[src/rtl/aes128_rkey_store.sv]
// AES-128 round-key store: sequences the expansion stage and serves any slot.
// Optional zeroize port enabled by defining AES128_RKEY_ZEROIZE_EN.
module aes128_rkey_store #(
   parameter int NUM_RK = 11,
   parameter int KEY_W  = 128
) (
   input  logic             clk_sys,
   input  logic             rst_n,
   input  logic             key_load_valid,
   output logic             key_load_ready,
   input  logic [KEY_W-1:0] cipher_key,
   output logic             exp_rkey_en,
   output logic [3:0]       exp_round_num,
   output logic [KEY_W-1:0] exp_cipher_key,
   input  logic [KEY_W-1:0] round_key_in,
   output logic             key_valid,
   input  logic             rd_en,
   input  logic [3:0]       rd_idx,
   output logic [KEY_W-1:0] rd_key,
   output logic             rd_valid,
   output logic             rd_err
`ifdef AES128_RKEY_ZEROIZE_EN
   ,
   input  logic             zeroize
`endif
);

   typedef enum logic [1:0] {
      IDLE,
      EXPAND,
      READY
   } state_t;

   state_t           state_q, state_d;
   logic [3:0]       cnt_q, cnt_d;
   logic [3:0]       rnum_q, rnum_d;
   logic             kv_q, kv_d;
   logic [KEY_W-1:0] slot_q [NUM_RK];
   logic [KEY_W-1:0] rd_key_q;
   logic             rd_valid_q;
   logic             rd_err_q;
   logic             zero_w;
   logic             load_w;
   logic             rd_ok_w;
   logic             rd_bad_w;

`ifdef AES128_RKEY_ZEROIZE_EN
   assign zero_w = zeroize;
`else
   assign zero_w = 1'b0;
`endif

   assign key_load_ready = (state_q != EXPAND) & ~zero_w;
   assign load_w         = key_load_valid & key_load_ready;
   assign exp_rkey_en    = (state_q == EXPAND) & (cnt_q <= 4'd9);
   assign exp_round_num  = rnum_q;
   assign exp_cipher_key = slot_q[0];
   assign key_valid      = kv_q;
   assign rd_key         = rd_key_q;
   assign rd_valid       = rd_valid_q;
   assign rd_err         = rd_err_q;

   assign rd_ok_w  = rd_en & kv_q & (rd_idx <= 4'd10);
   assign rd_bad_w = rd_en & ~rd_ok_w;

   always_comb begin
      state_d = state_q;
      cnt_d   = cnt_q;
      rnum_d  = rnum_q;
      kv_d    = kv_q;
      unique case (state_q)
         IDLE, READY: begin
            if (load_w) begin
               state_d = EXPAND;
               cnt_d   = 4'd0;
               rnum_d  = 4'd0;
               kv_d    = 1'b0;
            end
         end
         EXPAND: begin
            if (cnt_q == 4'd10) begin
               state_d = READY;
               cnt_d   = 4'd0;
               rnum_d  = 4'd0;
               kv_d    = 1'b1;
            end else begin
               cnt_d  = cnt_q + 4'd1;
               rnum_d = (cnt_q == 4'd9) ? 4'd0 : cnt_q + 4'd1;
            end
         end
         default: state_d = IDLE;
      endcase
      if (zero_w) begin
         state_d = IDLE;
         cnt_d   = 4'd0;
         rnum_d  = 4'd0;
         kv_d    = 1'b0;
      end
   end

   always_ff @(posedge clk_sys or negedge rst_n) begin
      if (!rst_n) begin
         state_q <= IDLE;
         cnt_q   <= 4'd0;
         rnum_q  <= 4'd0;
         kv_q    <= 1'b0;
      end else begin
         state_q <= state_d;
         cnt_q   <= cnt_d;
         rnum_q  <= rnum_d;
         kv_q    <= kv_d;
      end
   end

   // round_key_in lags round_num by one cycle, so at cnt it holds key cnt
   always_ff @(posedge clk_sys or negedge rst_n) begin
      if (!rst_n) begin
         for (int i = 0; i < NUM_RK; i++) slot_q[i] <= '0;
      end else if (zero_w) begin
         for (int i = 0; i < NUM_RK; i++) slot_q[i] <= '0;
      end else begin
         if (load_w) slot_q[0] <= cipher_key;
         if (state_q == EXPAND && cnt_q != 4'd0)
            slot_q[cnt_q] <= round_key_in;
      end
   end

   always_ff @(posedge clk_sys or negedge rst_n) begin
      if (!rst_n) begin
         rd_key_q   <= '0;
         rd_valid_q <= 1'b0;
         rd_err_q   <= 1'b0;
      end else begin
         rd_valid_q <= rd_ok_w;
         rd_err_q   <= rd_bad_w;
         if (zero_w)       rd_key_q <= '0;
         else if (rd_ok_w) rd_key_q <= slot_q[rd_idx];
      end
   end

endmodule

[config.mk]
export PLATFORM = sky130hd
export DESIGN_NAME = aes128_rkey_store
export DESIGN_NICKNAME = d
export VERILOG_FILES = /design/src/rtl/aes128_rkey_store.sv
export SDC_FILE = /design/constraint.sdc
export NUM_CORES = 2
export LEC_CHECK = 0
export BUFFER_PORTS_ARGS = -buffer_cell sky130_fd_sc_hd__buf_2
export CAP_MARGIN = 20
export CORE_MARGIN = 2
export CORE_UTILIZATION = 59
export CTS_CLUSTER_DIAMETER = 50
export DETAILED_ROUTE_END_ITERATION = 16
export PLACE_DENSITY = 0.82
export SLEW_MARGIN = 20
export SYNTH_ARGS = -nofsm -noshare
export SYNTH_HDL_FRONTEND = slang
export SYNTH_SLANG_ARGS = --single-unit
[constraint.sdc]
create_clock -name clk_sys -period 2.8 [get_ports clk_sys]
set_clock_uncertainty 0.15 [all_clocks]
set_input_delay 0 -clock clk_sys [delete_from_list [all_inputs] [get_ports clk_sys]]
set_output_delay 0 -clock clk_sys [all_outputs]
set_load 0.1 [all_outputs]
==> flow_metrics.py <==
metrics = {
    "status": {
        "status": "finished, final reports clean",
    },
    "route": {
        "drt-wirelength-per-cell_um": 26.2,
        "drt.antenna.violating_nets": 0,
        "drtPass1Iterations": 7,
        "via_count": 45732,
        "drc": 0,
        "wirelength_um": 193000,
        "dr.first_iter.drc_count": 3462,
        "via_per_inst": 6.22,
    },
    "sta": {
        "rsz0062_at_grt": "no",
        "fin_ws_ns": 0.00649,
        "relSlewSlack": 0.302,
        "hold_viol_final": 0,
        "worst_slew_pin_slew_ns": 1.05,
        "fmax_ghz": 0.358,
        "drv_slew": 0,
        "setup_violations": 0,
        "period_share": 0.998,
        "holdWs_ns": 0.0274,
        "tns_ns": 0,
        "period_needed_ns": 2.79,
    },
    "floorplanning": {
        "ios": 529,
        "rows": 126,
        "fp.coreArea_um2": 118000,
        "die_h_um": 350,
        "initial_core_util": 0.597,
        "fp.dieW_um": 350,
        "die_area_um2": 123000,
    },
    "global_route": {
        "grt_max_degree": 131,
        "grt_usage": 0.318,
        "grt_pass1_wl_um": 299000,
        "grt_pass1_vias": 50213,
        "gr-total-overflow": 0,
        "antenna_found_initial": 17,
    },
    "worst_setup_path": {
        "crit_arrival_ns": 3.28,
        "crit_start": "state_q[1]$_DFFE_PN0P_",
        "path_delay_family": "simple AND/OR/NAND/NOR gates",
        "path_buf_inv": 1,
        "critPathSlowestCell": "mux2_4",
        "worstRegToRegCells": 5,
        "r2r_start": "state_q[1]$_DFFE_PN0P_",
        "worst-setup-path-type": "flip-flop to flip-flop",
        "critPathLaunchType": "flip-flop",
        "cp_max_fo": 66,
        "crit_required_ns": 3.28,
        "rrSetupSlack_ns": 0.006,
        "endpoint_kind": "flip-flop",
        "crit_chain": "nand2b_1, or3b_1, or3_4, buf_12, mux2_4",
        "slowest_delay_ns": 0.52,
        "path_depth": 5,
    },
    "pwr": {
        "pwr_density_cell_nw_per_um2": 1260,
        "power_frac_seq": 0.380,
        "power_frac_comb": 0.417,
        "finalPower_mw": 108,
        "internal_power_mw": 65.0,
        "cellLeakagePower_nw": 37.7,
        "p_clk_frac": 0.203,
        "switchingPower_mw": 43.2,
        "switching_share": 0.399,
        "irDropWorstVdd_v": 0.00146,
    },
    "logic_synthesis": {
        "yosysTopAreaCell": "dfrtp_1",
        "synth_top_cells_by_area": "dfrtp_1, mux2_2, mux4_2",
        "async_flop_share": 1.00,
        "synth_top_area_frac": 0.549,
        "ys_top_cells_by_count": "dfrtp_1, mux2_2, mux2i_1, mux4_2, clkbuf_1",
        "ys_types": 40,
        "synth_ff_type": "dfrtp_1",
        "yosys_warnings": 0,
        "synth-edff-count": 0,
        "synth_area_um2": 70600,
        "synth_nets": 5042,
        "ys_seq_area_frac": 0.549,
        "ys_ff_latch": 1549,
        "syn-instance-count": 4778,
        "synth_area_per_cell_um2": 14.8,
        "yosysMostFrequentCell": "dfrtp_1",
    },
    "cts": {
        "cts_setup_buffers": 0,
        "clk_latency_ns": 0.78,
        "clock_path_buffers": 3,
        "cts_root_buf": "clkbuf_16",
        "htree_levels": 4,
        "cts-buffers-inserted": 167,
        "tritoncts": "done",
        "cts_num_sinks": 1549,
        "clk_pin_slew_ns": 0.07,
    },
    "layout": {
        "area_growth_pct": 21.4,
        "nNetsFinal": 5882,
        "nFillCells": 6813,
        "layout-drive-gt1-share": 0.458,
        "ff_latch_area_um2": 38800,
        "fin_area_um2": 85800,
        "post-route-util": 0.724,
        "final_cells": 7358,
        "multi_input_comb_area_um2": 28800,
    },
    "worst_hold_path": {
        "hp-class": "input pin to flip-flop",
    },
    "placement": {
        "dpl_cell_area_um2": 74500,
        "place.gp.congestion": 0.758,
        "io_buffers": 528,
        "dp_slack_ns": 0.302,
        "placed_cells": 6477,
        "dp_hpwl_um": 101000,
    },
    "run": {
        "cap_viol_max_count": 0,
    },
}
area by class of cell:
cell class,instances,area share
well taps,1600,0.0233
clock inverters,48,0.00706
flip-flops and latches,1549,0.452
repair buffers,1275,0.124
clock buffers,247,0.0563
diodes,14,0.000409
inverters,2,0.0000875
multi-input cells,2623,0.336
placed cells by master, fill, tap and decap left out, types with 14 or more instances in the layout:
cell type         n
mux4_2          256
nand3b_1        127
a21oi_1         130
o21ai_0         136
clkbuf_1         46
diode_2          14
mux2i_1         256
clkbuf_16       168
buf_4           102
nor2_1          129
buf_12           72
a2bb2oi_1       126
dfrtp_1        1549
mux2_2         1307
clkbuf_8         33
mux2_4          101
buf_2           523
dlygate4sd3_1   571
timing repair:
action,in CTS,in global routing
resized for setup,0,2
hold buffers,573,0
endpoints found under the setup margin,0,1
hold endpoints to repair,3078,0
metal layers:
layer	vias to the layer above	global-route usage	share of wire	routed length, um
met5	-	0	0.00025	48
met4	8	0.138	0.040	7630
met3	547	0.0609	0.065	12600
met2	1957	0.527	0.50	96700
met1	24219	0.413	0.39	76100
li1	19001	-	-	-
worst min-delay path by stage:
stage / startpoint / endpoint / cells past startpoint
2_1_floorplan: rst_n / asynchronous set/reset pin / 0
3_3_place_gp: rst_n / asynchronous set/reset pin / 1
3_5_place_dp: rst_n / asynchronous set/reset pin / 1
4_1_cts: round_key_in[111] / flip-flop / 3
5_1_grt: round_key_in[22] / flip-flop / 3
6_report: rd_idx[0] / rd_key[49]$_DFFE_PN0P_ / 5
logic make-up after synthesis:
family | Yosys count | synth area share
AND/OR/NAND/NOR | 297 | 0.0235
flip-flops | 1549 | 0.549
XOR/XNOR | 2 | 0.000248
buffers and inverters | 606 | 0.0441
AO/OA/AOI/OAI | 404 | 0.0358
multiplexers | 1920 | 0.348
worst register-to-register path, stage by stage (launching register included):
cell      delay, ns
dfrtp_1        0.38
nand2b_1       0.25
or3b_1         0.45
or3_4          0.39
buf_12         0.19
mux2_4         0.87
power groups by stage:
| stage | Combinational (mW) | Sequential (mW) | Clock, mW |
|---|---|---|---|
| 2_1_floorplan | 29.8 | 45.2 | 0 |
| 3_3_place_gp | 41.7 | 39.6 | 0 |
| 3_5_place_dp | 42.8 | 40.4 | 0 |
| 4_1_cts | 44.3 | 40.2 | 22.1 |
| 5_1_grt | 47.1 | 42.0 | 23.2 |
| 6_report | 45.1 | 41.1 | 22.0 |
Power figures use the tool's default switching activity.
